## config.mk

```make
export PLATFORM = sky130hd
export DESIGN_NAME = useq_host_bridge
export DESIGN_NICKNAME = d
export VERILOG_FILES = /design/src/rtl/useq_pkg.sv /design/src/rtl/useq_byte_buf.sv /design/src/rtl/useq_host_bridge.sv
export SDC_FILE = /design/constraint.sdc
export NUM_CORES = 1
export LEC_CHECK = 0
export ABC_AREA = 1
export ABC_CLOCK_PERIOD_IN_PS = 1900
export CAP_MARGIN = 40
export CELL_PAD_IN_SITES_DETAIL_PLACEMENT = 0
export CELL_PAD_IN_SITES_GLOBAL_PLACEMENT = 1
export CORE_UTILIZATION = 35
export CTS_CLUSTER_DIAMETER = 200
export DETAILED_ROUTE_END_ITERATION = 8
export PLACE_DENSITY = 0.84
export SYNTH_ARGS = -nofsm -noshare
export SYNTH_HDL_FRONTEND = slang
export SYNTH_SLANG_ARGS = --single-unit
```

## constraint.sdc

```tcl
create_clock -name clk -period 1.9 [get_ports clk]
set_clock_uncertainty 0.05 [all_clocks]
set_input_delay 0.38 -clock clk [delete_from_list [all_inputs] [get_ports clk]]
set_output_delay 0.38 -clock clk [all_outputs]
set_load 0.01 [all_outputs]
```

## src/rtl/useq_pkg.sv

```systemverilog
// Shared encodings for the useq host bridge: FSM state and round-robin grant.
package useq_pkg;

    typedef enum logic [2:0] {
        IDLE       = 3'd0,
        WR_PULSE   = 3'd1,
        RD_PULSE   = 3'd2,
        RD_CAPTURE = 3'd3,
        GAP        = 3'd4
    } bridge_state_t;

    typedef enum logic {
        WRITE = 1'b0,
        READ  = 1'b1
    } grant_t;

endpackage

```

## src/rtl/useq_byte_buf.sv

```systemverilog
// Small circular byte buffer with simultaneous push/pop; head is always visible.
module useq_byte_buf #(
    parameter int unsigned DEPTH = 2,
    localparam int unsigned PW   = $clog2(DEPTH),
    localparam int unsigned CW   = $clog2(DEPTH) + 1
) (
    input  logic          clk,
    input  logic          rst_n,
    input  logic          push,
    input  logic [7:0]    push_data,
    input  logic          pop,
    output logic [7:0]    head,
    output logic [CW-1:0] count
);

    logic [7:0]    mem [DEPTH];
    logic [PW-1:0] rd_ptr;
    logic [PW-1:0] wr_ptr;
    logic          do_pop;

    assign do_pop = pop & (count != '0);
    assign head   = mem[rd_ptr];

    // DEPTH is a power of two, so pointers wrap by natural overflow.
    always_ff @(posedge clk) begin
        if (!rst_n) begin
            rd_ptr <= '0;
            wr_ptr <= '0;
            count  <= '0;
            for (int unsigned i = 0; i < DEPTH; i++) begin
                mem[i] <= '0;
            end
        end else begin
            if (push) begin
                mem[wr_ptr] <= push_data;
                wr_ptr      <= wr_ptr + 1'b1;
            end
            if (do_pop) begin
                rd_ptr <= rd_ptr + 1'b1;
            end
            case ({push, do_pop})
                2'b10:   count <= count + 1'b1;
                2'b01:   count <= count - 1'b1;
                default: count <= count;
            endcase
        end
    end

endmodule

```

## src/rtl/useq_host_bridge.sv

```systemverilog
// Host-side adapter for the useq message FIFO: rate-limited, mutually exclusive
// write/read pulses with round-robin arbitration and a small output buffer.
module useq_host_bridge
    import useq_pkg::*;
#(
    parameter int unsigned GAP_CYCLES = 1,
    parameter int unsigned OUT_DEPTH  = 2
) (
    input  logic       clk,
    input  logic       rst_n,
    input  logic       in_valid,
    input  logic [7:0] in_data,
    output logic       in_ready,
    output logic       out_valid,
    output logic [7:0] out_data,
    input  logic       out_ready,
    output logic       write_fifo,
    output logic       read_fifo,
    output logic [7:0] fifo_in,
    input  logic       fifo_full,
    input  logic       fifo_empty,
    input  logic [7:0] fifo_out
);

    localparam int unsigned CW = $clog2(OUT_DEPTH) + 1;
    localparam int unsigned GW = (GAP_CYCLES > 1) ? $clog2(GAP_CYCLES) : 1;

    bridge_state_t state;
    grant_t        rr_last;
    logic [GW-1:0] gap_cnt;
    logic [CW-1:0] buf_count;
    logic          wr_cand;
    logic          rd_cand;
    logic          gnt_wr;
    logic          gnt_rd;
    logic          cap_push;
    logic          host_pop;

    // Space is reserved at grant: with one read in flight, count < depth here
    // guarantees the later capture fits.
    always_comb begin
        wr_cand = in_valid & ~fifo_full;
        rd_cand = ~fifo_empty & (buf_count < CW'(OUT_DEPTH));
        gnt_wr  = 1'b0;
        gnt_rd  = 1'b0;
        if (rst_n && state == IDLE) begin
            if (wr_cand && rd_cand) begin
                gnt_wr = (rr_last == READ);
                gnt_rd = (rr_last == WRITE);
            end else begin
                gnt_wr = wr_cand;
                gnt_rd = rd_cand;
            end
        end
    end

    assign in_ready  = gnt_wr;
    assign out_valid = (buf_count != '0);
    assign host_pop  = out_valid & out_ready;
    assign cap_push  = (state == RD_CAPTURE);

    always_ff @(posedge clk) begin
        if (!rst_n) begin
            state      <= IDLE;
            rr_last    <= READ;
            gap_cnt    <= '0;
            write_fifo <= 1'b0;
            read_fifo  <= 1'b0;
            fifo_in    <= '0;
        end else begin
            case (state)
                IDLE: begin
                    if (gnt_wr) begin
                        fifo_in    <= in_data;
                        write_fifo <= 1'b1;
                        rr_last    <= WRITE;
                        state      <= WR_PULSE;
                    end else if (gnt_rd) begin
                        read_fifo <= 1'b1;
                        rr_last   <= READ;
                        state     <= RD_PULSE;
                    end
                end
                WR_PULSE: begin
                    write_fifo <= 1'b0;
                    state      <= (GAP_CYCLES == 0) ? IDLE : GAP;
                end
                RD_PULSE: begin
                    read_fifo <= 1'b0;
                    state     <= RD_CAPTURE;
                end
                RD_CAPTURE: begin
                    state <= (GAP_CYCLES == 0) ? IDLE : GAP;
                end
                GAP: begin
                    if (32'(gap_cnt) >= GAP_CYCLES - 1) begin
                        gap_cnt <= '0;
                        state   <= IDLE;
                    end else begin
                        gap_cnt <= gap_cnt + 1'b1;
                    end
                end
                default: state <= IDLE;
            endcase
        end
    end

    useq_byte_buf #(
        .DEPTH (OUT_DEPTH)
    ) u_out_buf (
        .clk       (clk),
        .rst_n     (rst_n),
        .push      (cap_push),
        .push_data (fifo_out),
        .pop       (host_pop),
        .head      (out_data),
        .count     (buf_count)
    );

endmodule

```

After elaboration in Yosys (flattened, before gate mapping). Memory sizes are Yosys's and may differ from the RTL's. A register that Yosys moved wholly into a read port is not among the register bits. Index checks and enable logic that the tools add are counted.

Register bits: 18. RAM bits: 16. Output and inout bits: 20. Logic and storage cells: 67. Memories: 1.

Memories: u_out_buf.mem (words 2, width 8, rd ports 1, clocked after memory_dff 1, wr ports 2, RTL line useq_byte_buf.sv:16) `logic [7:0] mem [DEPTH];`.

$add $sub $neg: 4. Order comparisons: 1. Equal/unequal tests: 9. Muxes and demuxes: 23. Bitwise gates (word level): 7. Reduce and logical (&&, ||, !) cells: 14.

Operator list (count): $mux W1 (16); $reduce_bool A2 Y1 (5); $pmux W3 S3 (1); $mux W8 (1); $reduce_or A8 Y1 (1); $eq A3 B2 Y1 const B (2); $mux W3 (2); $ne A2 B2 Y1 const B (3); $reduce_and A2 Y1 (3); $and A1 B1 Y1 (4); $pmux W1 S2 (2); $pmux W2 S2 (1); $eq A3 B1 Y1 const B (1); $logic_not A3 Y1 (1); $ne A3 B3 Y1 const B (1); $not A1 Y1 (3); $reduce_and A3 Y1 (1); $add A1 B1 Y1 const B (2); $add A2 B1 Y2 const B (1); $eq A2 B1 Y1 const B (1); $eq A2 B2 Y1 const B (1); $logic_and A1 B1 Y1 (2); $lt A2 B2 Y1 const B (1); $reduce_or A2 Y1 (1); $sub A2 B1 Y2 const B (1).

Logic depth before layout (Yosys ltp). Gate-level depths: netlist of the first run.

Word-level depth: 8. Depth in mapped cells: 8.

Cells and area by module. Synthesis of the first run repeated with hierarchy kept, for this count alone.

Cells, all modules: 179. Area total of the unflattened synthesis: 1577.8 µm².

By module, submodules not included: useq_byte_buf (instances 1, cells each 86, area an instance 929.6 µm²); useq_host_bridge (instances 1, cells each 93, area an instance 648.1 µm²).

Worst setup path before layout of the first run. OpenSTA, ideal clock, no wires.

Path type: in2reg. Start: input port rst_n. End: memory u_out_buf.mem[1][0] (enable). Setup time: 0.329 ns. Arrival time: 1.054 ns. Data required time: 1.521 ns. Setup slack: 0.468 ns. Cell stages on the path: 5. Buffers on the path: 1. Cell sequence: buf_4 inv_1 nor2_1 nand2_2 nand2_1.

RTL lines: start: declaration (RTL line useq_host_bridge.sv:10) `input logic rst_n,`; end: declaration (RTL line useq_byte_buf.sv:16).

==> results of run 1 <==
-- repair_timing --
item	4_1_cts	5_1_grt
hold endpoints to repair	0	0
setup buffers	3	0
setup endpoints to repair	9	0
gates resized for setup	11	0
-- cells in the final DEF, fill, tap and decap left out, drive strengths merged --
master,instances
clkdlybuf4s50,32
nor2,32
nand2,31
dfxtp,19
edfxtp,16
inv,16
o21ai,11
buf,10
dlygate4sd2,9
mux2,8
clkbuf,8
nand3,4
a21oi,3
o21a,1
or2,1
xor2,1
a211oi,1
nor3b,1
ha,1
-- where the power goes --
group | internal (uW) | switching, uW
clock | 260 | 232
combinational | 138 | 99.9
sequential | 827 | 26.2
total | 1230 | 358
-- worst max-delay path by stage --
stage                       startpoint  slack (ns)             endpoint
finish                       flip-flop        0.08          out_data[2]
global route                     rst_n       0.002  u_out_buf.mem[1][0]
detailed placement               rst_n       -0.18  u_out_buf.mem[1][7]
floorplan                        rst_n        0.47  u_out_buf.mem[1][0]
CTS                 u_out_buf.count[1]        0.06            out_valid
global placement              in_valid       -0.18             in_ready
-- flip-flops by register name (all words and copies together), names as in the netlist, named ones only --
| register | cells |
|---|---|
| u_out_buf.rd_ptr | 1 |
| u_out_buf.mem | 16 |
| fifo_in | 8 |
| read_fifo | 1 |
| u_out_buf.wr_ptr | 1 |
| state | 3 |
| write_fifo | 1 |
| u_out_buf.count | 2 |
| rr_last | 1 |
-- area by class of cell --
cell class	count	area, sq um
multi-input combinational	95	490
inverter	16	60.1
clock buffer	8	80.1
fill	386	1960
tap	50	62.6
timing repair buffer	51	487
sequential	35	865
-- kinds of logic after synthesis --
logic type | synth area share
flops | 0.593
compound gates | 0.0612
mux | 0.0621
xor+xnor | 0.00604
simple gates | 0.200
fa+ha+maj | 0.00862
buf+inv | 0.0690
-- metrics by stage --
stage | area [sq um] | hold slack, ns | TNS [ns]
after floorplan | 1450 | 0.376 | 0
after global placement | 1950 | 0.385 | -1.39
after detailed placement | 1950 | 0.388 | -1.63
after CTS | 2040 | 0.397 | 0
after global routing | 2040 | 0.417 | 0
final | 2040 | 0.398 | 0
-- metal layers --
layer	track usage	up-vias	wire (um)
met4	0.0718	0	60
met1	0.145	491	1140
li1	-	588	-
met2	0.210	40	1280
met5	0	-	0
met3	0.0621	9	227
-- critical path: cells and delay by family, from the launching register on --
| kind | cells | cell delay [ns] |
|---|---|---|
| muxes | 1 | 0.32 |
| DFF | 1 | 0.39 |
| buffers and inverters | 2 | 0.40 |
==> metrics, run 1 <==
hold buffers post-CTS 0; Netlist cell types 24; Mapped Area 1450 sq um; post-DR vias/cell 4.42; PnR worst setup slack 0.0769 ns; Hold Path Stages 1; top-count cell post-synth nor2_1; root buffer cell clkbuf_8; pin count of the biggest net entering global routing 20; Place WS -0.182 ns; port buffer count 41; synth warn 0; Worst R2R End u_out_buf.count[1]; HP Start u_out_buf.rd_ptr; initial core utilization 0.363; crit path time final 1.82 ns; # setup viols final 0; Max Cap Violations 0; Max Freq 549 MHz; RSZ-0062 raised after global routing false; WL per Instance 10.6 um; vias in the first global route 1000; latest clock arrival within the worst-skew pair 0.27 ns; CTS H-tree depth 2; run status finished clean; PD cells 774 nW/um^2; share of the synthesized area in the top cell type 0.331; Overflow after GRT 0; Critical Path RT 1.47 ns; Rows 23; Worst VDD drop 0.000421 V; Reg2Reg Launch Point state[0]; Sink Count 35; DRT Wirelength 2710 um; nets 227; final cell count without fillers 255; Main synth FF type dfxtp_1; post-synth top area cell edfxtp_1; crit path max fanout 6; Die W 66.4 um; CTS tree yes; Final Total Pwr 1580 uW; R2R Setup Slk 0.41 ns; Total GRT Usage 0.132; Yosys reg bits 35; ys async rst share 0; Slowest cell on crit path dfxtp_4; worst hold path class reg2reg; Pins Over Slew Limit 0; measured slew at the worst slew-check pin 0.359 ns; DR vias 1128; DRT Pass-1 Iters 4; sequence of cells on the critical path buf_4 -> mux2_2 -> dlygate4sd2_1; first-pass GRT wire length 4260 um; Die Ht 66.4 um; CP endpoint kind primary output; die area 4410 sq um; period utilization 0.960; ranking of synthesized cells by area edfxtp_1 33%, dfxtp_1 26%, nor2_1 7.8%, nand2_1 7.5%, mux2_2 6.2%; # IOs 42; DP Wirelength 1990 um; number of flops mapped to enable cells by yosys 16; slew margin rel. 0.760; area delta synth->final 40.9%; n_diodes 0; layout cells sized above 1 0.156; register area share after synthesis 0.593; critical path launch point type flip-flop; syn_area_per_cell 9.61 sq um; Clock transition at path regs 0.06 ns; Core Box Area 4000 sq um; final core occ 0.511; leak pwr 0.000875 uW; Syn Nets 174; dpl cells 244; crit path kind reg2out; initial DRC count 29; Synth top cells by count 30 x nor2_1, 29 x nand2_1, 19 x dfxtp_1; ANT nets after route 0; initial antenna violation count 0; Max clock buf depth 2; Fin. Hold Viols 0; reg2reg path depth 6; total CTS buffers 5; DRC 0; cell count after synthesis 151; WP data arrival 1.39 ns; RD Place Congestion 0.679; Critical Path Max Stage Delay 0.39 ns
No activity file was read; power rests on OpenSTA's default activity.
==> inputs of run 2 (changes only) <==
Settings changed: CAP_MARGIN 40 to not set, CORE_MARGIN set to 2.
==> run 2 against run 1 <==
Compared with the run above:
- register-to-register slack is essentially flat
- combinational power is essentially flat
- non-clock buffer count did not move
- sequential cell count stayed put
- via count is 0.80% higher
- die area is 6.1% higher
- critical path depth is 1 lower
- cell area fell by 0.12%
- core utilization fell by 0.062 points
- setup slack worse by 0.014 ns
==> metrics, run 2 (synthesis results as in run 1) <==
Place WS -0.211 ns (was -0.182 ns); Seq pwr share 0.537 (was 0.539); CTS H-tree depth 2 (unchanged); Clock transition at path regs 0.06 ns (about the same); critical path launch point type flip-flop (unchanged); leak pwr 0.000870 uW (was 0.000875 uW); nets 227 (unchanged); DRT Pass-1 Iters 5 (was 4); RSZ-0062 raised after global routing false (unchanged); Fin. Hold Viols 0 (unchanged); DR vias 1137 (was 1128); DRC 0 (unchanged); placed cell areas 1950 sq um (unchanged); first-pass GRT wire length 4370 um (was 4260 um); pin count of the biggest net entering global routing 20 (unchanged); Logic pwr share 0.150 (about the same); Die W 68.4 um (was 66.4 um); n_diodes 0 (unchanged); # setup viols final 0 (unchanged); Critical Path RT 1.47 ns (about the same); Max Freq 544 MHz (was 549 MHz); Max clock buf depth 2 (unchanged); RD Place Congestion 0.704 (was 0.679); Core Box Area 4000 sq um (unchanged); area delta synth->final 40.7% (was 40.9%); root buffer cell clkbuf_8 (unchanged); initial DRC count 61 (was 29); Max Cap Violations 0 (unchanged); WL per Instance 10.9 um (was 10.6 um); # IOs 42 (unchanged); Pins Over Slew Limit 0 (unchanged); Rows 23 (unchanged); commonest non-fill, non-tap cell in the layout clkdlybuf4s50_1 (unchanged); initial core utilization 0.363 (unchanged); Total GRT Usage 0.132 (about the same); CTS tree yes (unchanged); port buffer count 41 (unchanged); DP Wirelength 2010 um (was 1990 um); Largest register FFs 16 (unchanged); crit path kind reg2out (unchanged); Most flops, register u_out_buf.mem (unchanged); Worst VDD drop 0.000344 V (was 0.000421 V); P_int 1220 uW (was 1230 uW); vias in the first global route 1046 (was 1000); most frequent cells in the layout 32 x clkdlybuf4s50_1, 30 x nor2_1, 29 x nand2_1 (unchanged); PD cells 778 nW/um^2 (was 774 nW/um^2); ANT nets after route 0 (unchanged); PnR worst setup slack 0.0630 ns (was 0.0769 ns); Net Switching 365 uW (was 358 uW); WP data arrival 1.41 ns (was 1.39 ns); setup_tns 0 ns (unchanged); run status finished clean (unchanged); sequence of cells on the critical path or2_2 -> clkdlybuf4s50_1 (was buf_4 -> mux2_2 -> dlygate4sd2_1); slew margin rel. 0.778 (was 0.760); Switching Share 0.229 (was 0.226); Slowest cell on crit path clkdlybuf4s50_1 (was dfxtp_4); crit path time final 1.84 ns (was 1.82 ns); measured slew at the worst slew-check pin 0.333 ns (was 0.359 ns); latest clock arrival within the worst-skew pair 0.28 ns (was 0.27 ns); period utilization 0.967 (was 0.960); CP endpoint kind primary output (unchanged); Die Ht 68.4 um (was 66.4 um); Critical Path Max Stage Delay 0.48 ns (was 0.39 ns); worst hold path class reg2reg (unchanged); Sink Count 35 (unchanged); Fin Hold WS 0.396 ns (was 0.398 ns); # fillers 363 (was 386); biggest regs u_out_buf.mem (16), fifo_in (8), state (3) (unchanged); die area 4680 sq um (was 4410 sq um); DRT Wirelength 2790 um (was 2710 um); final instance area 2040 sq um (about the same); final core occ 0.510 (was 0.511); total CTS buffers 5 (unchanged); initial antenna violation count 0 (unchanged); Clock power frac 0.313 (was 0.311); post-DR vias/cell 4.46 (was 4.42); layout cells sized above 1 0.161 (was 0.156); Overflow after GRT 0 (unchanged); crit path max fanout 5 (was 6)
-- run 2: cell count changes in the layout (fill, tap and decap cells not counted) --
cell / before / now
dlygate4sd2_1: 9 / 7
clkbuf_2: 0 / 1
clkdlybuf4s15_1: 0 / 1
-- run 2: routing by layer --
metal  vias to the layer above  global-route usage  share of wire
li1                        586                   -              -
met1                       510               0.137           0.43
met2                        36               0.227           0.48
met3                         5              0.0576          0.072
met4                         0              0.0600          0.015
met5                         -                   0              0
-- run 2: cell type report --
type                            count  area (sq um)  area share
Inverter                           16          60.1      0.0294
Clock buffer                        8          80.1      0.0392
Tap cell                           50          62.6      0.0306
Timing Repair Buffer               51           484       0.237
Multi-Input combinational cell     95           490       0.240
Sequential cell                    35           865       0.423
-- run 2: power groups by stage --
stage | combinational (uW) | clock, uW | sequential (uW)
finish | 239 | 497 | 853
detailed placement | 242 | 0 | 871
global route | 263 | 559 | 858
global placement | 239 | 0 | 868
CTS | 242 | 519 | 853
floorplan | 114 | 0 | 867
-- run 2: stage by stage --
stage	power, uW	cells
2_1_floorplan	981	151
3_3_place_gp	1110	244
3_5_place_dp	1110	244
4_1_cts	1610	255
5_1_grt	1680	255
6_report	1590	255
-- run 2: worst paths after layout --
kind / depth (start not counted) / end / startpoint / slack [ns]
max: 2 / out_valid / u_out_buf.count[1] / 0.06
min: 1 / flip-flop / u_out_buf.rd_ptr / 0.40
max reg2reg: 6 / u_out_buf.count[1] / state[0] / 0.42
min reg2reg: 1 / flip-flop / u_out_buf.rd_ptr / 0.40
-- run 2: critical path: cells and delay by family, from the launching register on --
family                 cells  cell delay (ns)
buffers and inverters      1             0.48
flip-flops                 1             0.35
AND/OR/NAND/NOR            1             0.30
-- run 2: repair_timing --
| action | CTS | global route |
|---|---|---|
| gates resized for setup | 11 | 3 |
| setup buffers | 3 | 0 |
| endpoints found under the setup margin | 9 | 2 |
| hold endpoints to repair | 0 | 0 |
| hold buffers | 0 | 0 |
==> inputs of run 3 (changes only) <==
Settings changed: CTS_CLUSTER_SIZE set to 10, PLACE_DENSITY 0.84 to 0.77.
==> run 3 against run 2 <==
Compared with the run above:
- global-route usage fell by 0.067 points
- via count decreased by 1.1%
- maximum frequency increased by 0.82%
- first-iteration DRC count shrank 11%
- worst hold slack better by 0.017 ns
- cell area is 0.12% lower
- final cell count decreased by 0.78%
- critical path type unchanged
==> metrics, run 3 (synthesis results as in run 1) <==
run status finished clean (unchanged); Max Freq 549 MHz (was 544 MHz); DR vias 1124 (was 1137); PD cells 780 nW/um^2 (was 778 nW/um^2); period utilization 0.959 (was 0.967); Multi-input gate area 490 sq um (unchanged); Fin. Hold Viols 0 (unchanged); # fillers 388 (was 363); post-DR vias/cell 4.44 (was 4.46); Max clock buf depth 2 (unchanged); Reg area 861 sq um (was 865 sq um); CP endpoint kind primary output (unchanged); CTS H-tree depth 2 (unchanged); Core Box Area 4000 sq um (unchanged); Worst VDD drop 0.000323 V (was 0.000344 V); worst hold path class reg2reg (unchanged); Resized Gates After CTS 9 (was 11); Place WS -0.192 ns (was -0.211 ns); hold buffers post-CTS 0 (unchanged); final instance area 2040 sq um (about the same); HP Start u_out_buf.rd_ptr (unchanged); Total GRT Usage 0.131 (was 0.132); final core occ 0.510 (about the same); leak pwr 0.000869 uW (was 0.000870 uW); Setup Fix Bufs, Post-CTS 0 (was 3); PnR worst setup slack 0.0779 ns (was 0.0630 ns); CTS tree yes (unchanged); Rows 23 (unchanged); Reg2Reg Launch Point state[0] (unchanged); Largest register FFs 16 (unchanged); Overflow after GRT 0 (unchanged); Worst R2R End u_out_buf.mem[0][5] (was u_out_buf.count[1]); dpl cells 245 (was 244); crit path time final 1.82 ns (was 1.84 ns); crit path kind reg2out (unchanged); Most flops, register u_out_buf.mem (unchanged); die area 4680 sq um (unchanged); ANT nets after route 0 (unchanged); Critical Path Max Stage Delay 0.47 ns (was 0.48 ns); Sink Count 35 (unchanged); DRT Wirelength 2800 um (was 2790 um); Final Total Pwr 1590 uW (about the same); initial core utilization 0.363 (unchanged); biggest regs u_out_buf.mem (16), fifo_in (8), state (3) (unchanged); commonest non-fill, non-tap cell in the layout clkdlybuf4s50_1 (unchanged); most frequent cells in the layout 32 x clkdlybuf4s50_1, 30 x nor2_1, 29 x nand2_1 (unchanged); RD Place Congestion 0.705 (was 0.704); DRC 0 (unchanged); Pins Over Slew Limit 0 (unchanged); measured slew at the worst slew-check pin 0.397 ns (was 0.333 ns); n_diodes 0 (unchanged); initial antenna violation count 0 (unchanged); final cell count without fillers 253 (was 255); placed cell areas 1970 sq um (was 1950 sq um); R2R Setup Slk 0.41 ns (was 0.42 ns); port buffer count 41 (unchanged); vias in the first global route 1087 (was 1046); pin count of the biggest net entering global routing 20 (unchanged); WP data arrival 1.39 ns (was 1.41 ns); reg2reg path depth 4 (was 6); critical path launch point type flip-flop (unchanged); total CTS buffers 5 (unchanged); Die W 68.4 um (unchanged); crit path max fanout 5 (unchanged); initial DRC count 54 (was 61); DRT Pass-1 Iters 4 (was 5); root buffer cell clkbuf_8 (unchanged); latest clock arrival within the worst-skew pair 0.28 ns (about the same); DP Wirelength 2040 um (was 2010 um); Die Ht 68.4 um (unchanged); area delta synth->final 40.5% (was 40.7%); nets 225 (was 227); # IOs 42 (unchanged); sequence of cells on the critical path or2_2 -> clkdlybuf4s50_1 (unchanged); Clock transition at path regs 0.07 ns (was 0.06 ns); Hold Path Stages 1 (unchanged); RSZ-0062 raised after global routing false (unchanged); layout cells sized above 1 0.148 (was 0.161); WL per Instance 11.1 um (was 10.9 um); slew margin rel. 0.735 (was 0.778); first-pass GRT wire length 4460 um (was 4370 um); Slowest cell on crit path clkdlybuf4s50_1 (unchanged); Max Cap Violations 0 (unchanged); # setup viols final 0 (unchanged); Critical Path RT 1.47 ns (about the same)
-- run 3: changes by cell type in the layout (fill, tap and decap cells not counted) --
cell and delta:
dfxtp_4 -1, clkbuf_1 -1, clkinv_2 +1, clkbuf_2 -1, dlygate4sd2_1 +2, buf_4 -3, buf_12 +1, dfxtp_1 +1
clkdlybuf4s15_1 -1
-- run 3: per-layer routing --
layer | share of wire | GRT usage | wire [um]
met3 | 0.063 | 0.0592 | 176
met1 | 0.40 | 0.131 | 1130
met2 | 0.52 | 0.238 | 1460
met5 | 0 | 0 | 0
met4 | 0.010 | 0.0450 | 29
-- run 3: worst max-delay path, delay by kind of cell (launching register included) --
| family | cells | cell delay, ns |
|---|---|---|
| DFF | 1 | 0.35 |
| buffers and inverters | 1 | 0.47 |
| and+or+nand+nor | 1 | 0.29 |
-- run 3: through the flow --
step                      hold WS (ns)  setup TNS, ns
after floorplan                  0.376              0
after global placement           0.383         -0.686
after detailed placement         0.397          -1.06
after CTS                        0.414              0
after global routing             0.437              0
final                            0.413              0
-- run 3: worst max-delay path by stage --
stage                                  start                   to  slack, ns  cells after the start
after global routing                in_valid             in_ready      0.002                      6
after global placement              in_valid             in_ready      -0.19                      6
after floorplan                        rst_n  u_out_buf.mem[1][0]       0.47                      5
after CTS                 u_out_buf.count[1]            out_valid       0.06                      2
after detailed placement            in_valid             in_ready      -0.19                      6
final                     u_out_buf.count[1]            out_valid       0.08                      2
-- run 3: power by group --
part           leakage [uW]  total (uW)  switching [uW]  internal [uW]
combinational      0.000507         241             103            138
clock             0.0000422         500             243            257
sequential         0.000320         850            23.4            827
-- run 3: area by class of cell --
cell class	instances	area share
Sequential cell	35	0.422
Multi-Input combinational cell	95	0.240
Timing Repair Buffer	49	0.237
Clock buffer	7	0.0374
Tap cell	50	0.0307
Inverter	16	0.0294
Clock inverter	1	0.00245
